$ cat config.mk
export PLATFORM = sky130hd
export DESIGN_NAME = f_max_tracker
export DESIGN_NICKNAME = d
export VERILOG_FILES = /design/src/rtl/f_pkg.sv /design/src/rtl/f_gt_cmp.sv /design/src/rtl/f_max_tracker.sv
export SDC_FILE = /design/constraint.sdc
export NUM_CORES = 1
export LEC_CHECK = 0
export CORE_MARGIN = 2
export CORE_UTILIZATION = 44
export DETAILED_ROUTE_END_ITERATION = 6
export MAX_ROUTING_LAYER = met4
export PLACE_DENSITY_LB_ADDON = 0.08
export SLEW_MARGIN = 10
export SYNTH_ARGS = -nofsm -noshare
export SYNTH_HDL_FRONTEND = slang
export SYNTH_SLANG_ARGS = --single-unit
$ cat constraint.sdc
create_clock -name clk -period 2.3 [get_ports clk]
set_input_delay 0.23 -clock clk [delete_from_list [all_inputs] [get_ports clk]]
set_output_delay 0.23 -clock clk [all_outputs]
set_load 0.02 [all_outputs]
$ cat src/rtl/f_pkg.sv
// Shared IEEE-754 single-precision field definitions and classification helpers
// for the float reduction stages.
package f_pkg;

  localparam int SIGN_BIT = 31;
  localparam int EXP_MSB  = 30;
  localparam int EXP_LSB  = 23;
  localparam int MAN_MSB  = 22;

  localparam logic [7:0]  EXP_ALL_ONES = 8'hFF;
  localparam logic [31:0] QNAN         = 32'h7FC00000;

  typedef enum logic [1:0] {
    IDLE  = 2'd0,
    ACCUM = 2'd1,
    DONE  = 2'd2
  } state_t;

  function automatic logic is_nan(input logic [31:0] v);
    return (v[EXP_MSB:EXP_LSB] == EXP_ALL_ONES) && (v[MAN_MSB:0] != '0);
  endfunction

  // True for both +0 and -0.
  function automatic logic is_zero(input logic [31:0] v);
    return v[EXP_MSB:0] == '0;
  endfunction

endpackage

$ cat src/rtl/f_gt_cmp.sv
// Combinational sign-aware a > b for non-NaN single-precision operands.
// +0 and -0 compare equal.
module f_gt_cmp
  import f_pkg::*;
(
  input  logic [31:0] a,
  input  logic [31:0] b,
  output logic        gt
);

  logic sa;
  logic sb;

  assign sa = a[SIGN_BIT];
  assign sb = b[SIGN_BIT];

  always_comb begin
    gt = 1'b0;
    if (sa != sb) begin
      gt = !(is_zero(a) && is_zero(b)) && !sa;
    end else if (!sa) begin
      gt = a[EXP_MSB:0] > b[EXP_MSB:0];
    end else begin
      // Both negative: larger magnitude is the smaller value.
      gt = a[EXP_MSB:0] < b[EXP_MSB:0];
    end
  end

endmodule

$ cat src/rtl/f_max_tracker.sv
// Per-packet running maximum of a float stream with first-occurrence index,
// NaN/empty flags and beat-count overflow; one result beat per packet.
//
// state | meaning
// IDLE  | waiting for the first beat of a packet, all packet state clear
// ACCUM | packet in progress, beats update max/idx/count
// DONE  | result presented on out_*, input stalled until out_ready
module f_max_tracker
  import f_pkg::*;
#(
  parameter int          IDX_W     = 8,
  parameter logic [31:0] NAN_CANON = 32'h7FC00000
) (
  input  logic             clk,
  input  logic             rst,
  input  logic [31:0]      in_data,
  input  logic             in_valid,
  input  logic             in_last,
  output logic             in_ready,
  output logic [31:0]      out_max,
  output logic [IDX_W-1:0] out_idx,
  output logic [IDX_W:0]   out_count,
  output logic             out_nan,
  output logic             out_empty,
  output logic             out_ovf,
  output logic             out_valid,
  input  logic             out_ready
);

  localparam logic [1:0] S_IDLE  = IDLE;
  localparam logic [1:0] S_ACCUM = ACCUM;
  localparam logic [1:0] S_DONE  = DONE;

  localparam logic [IDX_W:0] CNT_MAX = {1'b1, {IDX_W{1'b0}}};

  logic [1:0]       state;
  logic [31:0]      max_r;
  logic [IDX_W-1:0] idx_r;
  logic [IDX_W:0]   cnt_r;
  logic             have_max;
  logic             nan_r;
  logic             ovf_r;

  logic gt;
  logic accept;
  logic beat_nan;
  logic sat;
  logic load;

  f_gt_cmp u_gt (
    .a  (in_data),
    .b  (max_r),
    .gt (gt)
  );

  assign in_ready = (state != S_DONE);
  assign accept   = in_valid && in_ready;
  assign beat_nan = is_nan(in_data);
  assign sat      = (cnt_r == CNT_MAX);
  // Beats past the counter range are counted as overflow but never become the max.
  assign load     = accept && !sat && !beat_nan && (!have_max || gt);

  always_ff @(posedge clk or posedge rst) begin
    if (rst) begin
      state    <= S_IDLE;
      max_r    <= '0;
      idx_r    <= '0;
      cnt_r    <= '0;
      have_max <= 1'b0;
      nan_r    <= 1'b0;
      ovf_r    <= 1'b0;
    end else begin
      case (state)
        S_IDLE, S_ACCUM: begin
          if (accept) begin
            nan_r <= nan_r | beat_nan;
            if (sat) begin
              ovf_r <= 1'b1;
            end else begin
              cnt_r <= cnt_r + 1'b1;
            end
            if (load) begin
              max_r    <= in_data;
              idx_r    <= cnt_r[IDX_W-1:0];
              have_max <= 1'b1;
            end
            state <= in_last ? S_DONE : S_ACCUM;
          end
        end
        S_DONE: begin
          if (out_ready) begin
            state    <= S_IDLE;
            max_r    <= '0;
            idx_r    <= '0;
            cnt_r    <= '0;
            have_max <= 1'b0;
            nan_r    <= 1'b0;
            ovf_r    <= 1'b0;
          end
        end
        default: state <= S_IDLE;
      endcase
    end
  end

  assign out_valid = (state == S_DONE);
  assign out_empty = out_valid && !have_max;
  assign out_max   = out_empty ? NAN_CANON : max_r;
  assign out_idx   = idx_r;
  assign out_count = cnt_r;
  assign out_nan   = nan_r;
  assign out_ovf   = ovf_r;

endmodule

==> results.md <==
* Status: complete, but fails checks
* Failing checks: setup timing
* Crit path capture type: register
* Synthesized flop and latch total at 54
* CP Cell Sequence: clkdlybuf4s50_1 > ha_1 > nand4_1 > nor3_4 > a211o_1 > o21ai_1 > o211ai_1 > o31ai_4 > buf_12 > a22o_1
* Final worst slack at -221 ps
* Fin. Hold Viols at 0
* Clk_lat worst skew at 310 ps
* Crit Reg-Reg Startpoint: max_r[4]
* CP Data Required Time at around 2500 ps
* # H-tree levels at 2
* N_diodes at 0
* First-pass GRT wire length at approximately 17000 um
* Max cap viols at 0
* Core ar. at between 0.007 and 0.008 mm2
* Post-route clock period utilization at 1.10
* GRT Util Overall at 0.257
* CP Launch Type: primary input
* Clock Path Buffers at 2
* Root Buffer: clkbuf_8
* Drt first pass iters at 5
* Sequential-to-total area share from yosys stat at 0.406
* DP HPWL at approximately 7800 um
* RD Place Congestion at between 0.8 and 0.9
* Crit path max-delay cell type: clkdlybuf4s50_1
* Initial antenna violation count at 0
* Num rows at 31
* Layout area overhead at 65.0%
* Mean Syn Cell Area at 9.42 um2
* Antenna-violating nets left at 0
* Final core occ at 0.753
* Post-synthesis net count at between 400 and 500
* WL final at around 11000 um
* Skew final at ~12 ps
* Drt drc at 0
* Leading cell types in the layout, fill and taps excluded: buf_4 (100), clkdlybuf4s50_1 (79), dfrtp_1 (54)
* Highest clock rate at roughly 400 MHz
* Critical path's largest stage delay at roughly 460 ps
* Area of the die at slightly above 0.008 mm2
* Die X-Extent at ~90 um
* Pin count of the biggest net entering global routing at 37
* Final net count at approximately 600
* Routed via count at about 3500
* Layout cells sized above 1 at 0.297
* Max-slew violations at 0
* DRT iter0 DRCs at 247
* Worst Setup SP: in_data[21]
* R2R Setup Slk at -220 ps
* Yosys warns at 0
* RSZ-0062 raised after global routing: yes
* R2R cell count at 10
* CTS buffer count at 5
* Setup violations, final at 41
* Clk sinks at 54
* Pre-CTS WS at -538 ps
* Hold buffer count at CTS at 0
* Critical path fanouts, max at 22
* Reg2reg end: max_r[19]
* Number of global-route vias before repair at approximately 3400
* Rel. slew slack at 0.703
* Hold Path Class: primary input to asynchronous set/reset pin
* Port Buf Inserts at 90
* WL/cell at ~17 um
* Die Span Y at 91.0 um
* Clock-pin slew on the worst setup and hold paths at about 100 ps
* Worst Path Arrival at around 2800 ps
* Post-synth cell types at 37
* Cells after synthesis at ~350
* Remaining Overflow, GRT at 0
* Static leakage at roughly 2.6 nW
* Initial Util at 0.456
* Power Density at 1120 mW/mm2
* Commonest non-fill, non-tap cell in the layout: buf_4
* Worst slew pin tran at ~450 ps
* Critical Path Sink: max_r[19]
* Mapped Area at between 0.003 and 0.004 mm2
* Final Critical Period at 2520 ps
* Kind of critical path: primary input to register
* Worst ir drop on vdd at approximately 0.00058 V
* Via density at approximately 5.5
* Ports at 91
* CTS tree: yes
worst min-delay path by stage:
| stage | endpoint | startpoint | cells past startpoint | slack [ps] |
|---|---|---|---|---|
| 2_1_floorplan | state[1] | out_ready | 1 | 340 |
| 3_3_place_gp | max_r[19] | max_r[19] | 1 | 490 |
| 3_5_place_dp | out_idx[6] | out_idx[6] | 1 | 490 |
| 4_1_cts | max_r[22] | rst | 2 | 240 |
| 5_1_grt | max_r[22] | rst | 2 | 280 |
| 6_report | max_r[9] | rst | 2 | 240 |
kinds of logic (layout without fill, tap and decap cells):
family / count (synthesis) / count (layout) / share of synthesized area
XOR/XNOR: 5 / 5 / 0.0132
AND/OR/NAND/NOR: 115 / 115 / 0.173
flip-flops: 54 / 54 / 0.406
adder cells (fa/ha/maj): 33 / 33 / 0.124
buffers and inverters: 52 / 242 / 0.0790
AO/OA/AOI/OAI: 94 / 94 / 0.205
worst max-delay path, delay by kind of cell:
family                     cells  cell delay, ps
adders and majority gates      1             340
AOI/OAI and AO/OA              5            1180
and+or+nand+nor                2             320
buffers and inverters          2             670
repair_timing:
| item | in CTS | in global routing |
|---|---|---|
| setup buffers | 3 | 8 |
| pin swaps | 3 | 14 |
| gates resized for setup | 27 | 34 |
| endpoints found under the setup margin | 44 | 69 |
flip-flops by register name, indices dropped and copies added, names as in the netlist:
| name | count |
|---|---|
| have_max | 1 |
| max_r | 32 |
| out_count | 9 |
| out_idx | 8 |
| out_nan | 1 |
| out_ovf | 1 |
| state | 2 |
layout make-up:
type	instances	area [um2]
flip-flops and latches	54	1350
well taps	99	124
clock buffers	6	82.6
multi-input cells	247	1990
inverters	38	143
repair buffers	196	1790
clock inverters	2	16.3
fillers	545	1800
report_power, final:
part           internal (mW)  switching [mW]
registers               1.27           0.270
logic                   2.13            1.90
clock network          0.249           0.320
total                   3.64            2.49
cells in the mapped netlist:
master | n | area (um2)
dfrtp_1 | 54 | 1350
nor2_1 | 43 | 161
a22o_1 | 41 | 359
inv_1 | 38 | 143
ha_1 | 33 | 413
o21ai_0 | 23 | 115
nor4_1 | 18 | 113
nand2_1 | 17 | 63.8
nand4_1 | 16 | 100
a21oi_1 | 14 | 70.1
buf_6 | 9 | 101
clkbuf_1 | 5 | 18.8
nor3_1 | 4 | 20.0
xor2_1 | 4 | 35.0
nor2b_1 | 3 | 18.8
a211o_1 | 2 | 17.5
a21o_1 | 2 | 15.0
and3_1 | 2 | 12.5
nand2b_1 | 2 | 12.5
nand3_1 | 2 | 10.0
nand3b_1 | 2 | 15.0
o211ai_1 | 2 | 15.0
o21a_1 | 2 | 15.0
or3_1 | 2 | 12.5
a211oi_1 | 1 | 7.51
a211oi_2 | 1 | 12.5
and2_1 | 1 | 6.26
and3b_1 | 1 | 8.76
nor3_2 | 1 | 10.0
o21ba_1 | 1 | 10.0
o221ai_1 | 1 | 8.76
o22ai_1 | 1 | 6.26
o2bb2ai_1 | 1 | 8.76
o31a_1 | 1 | 8.76
o31ai_2 | 1 | 12.5
or4b_1 | 1 | 10.0
xnor2_1 | 1 | 8.76
through the flow:
step / std cells / hold slack, ps / cell area, um2 / power, mW / setup TNS [ps]
2_1_floorplan: 353 / 342 / 3340 / 3.35 / 0
3_3_place_gp: 623 / 489 / 5020 / 5.07 / -18730
3_5_place_dp: 623 / 493 / 5020 / 5.15 / -21100
4_1_cts: 634 / 244 / 5270 / 5.92 / -6400
5_1_grt: 642 / 284 / 5490 / 6.52 / -11250
6_report: 642 / 241 / 5490 / 6.13 / -7280
routing by layer:
layer / track usage / up-vias / part of all wire
met2: 0.428 / 143 / 0.50
met4: 0.0568 / 0 / 0.014
li1: - / 1663 / -
met5: - / - / 0
met1: 0.338 / 1704 / 0.44
met3: 0.0340 / 21 / 0.052
No activity file was read; power rests on OpenSTA's default activity.
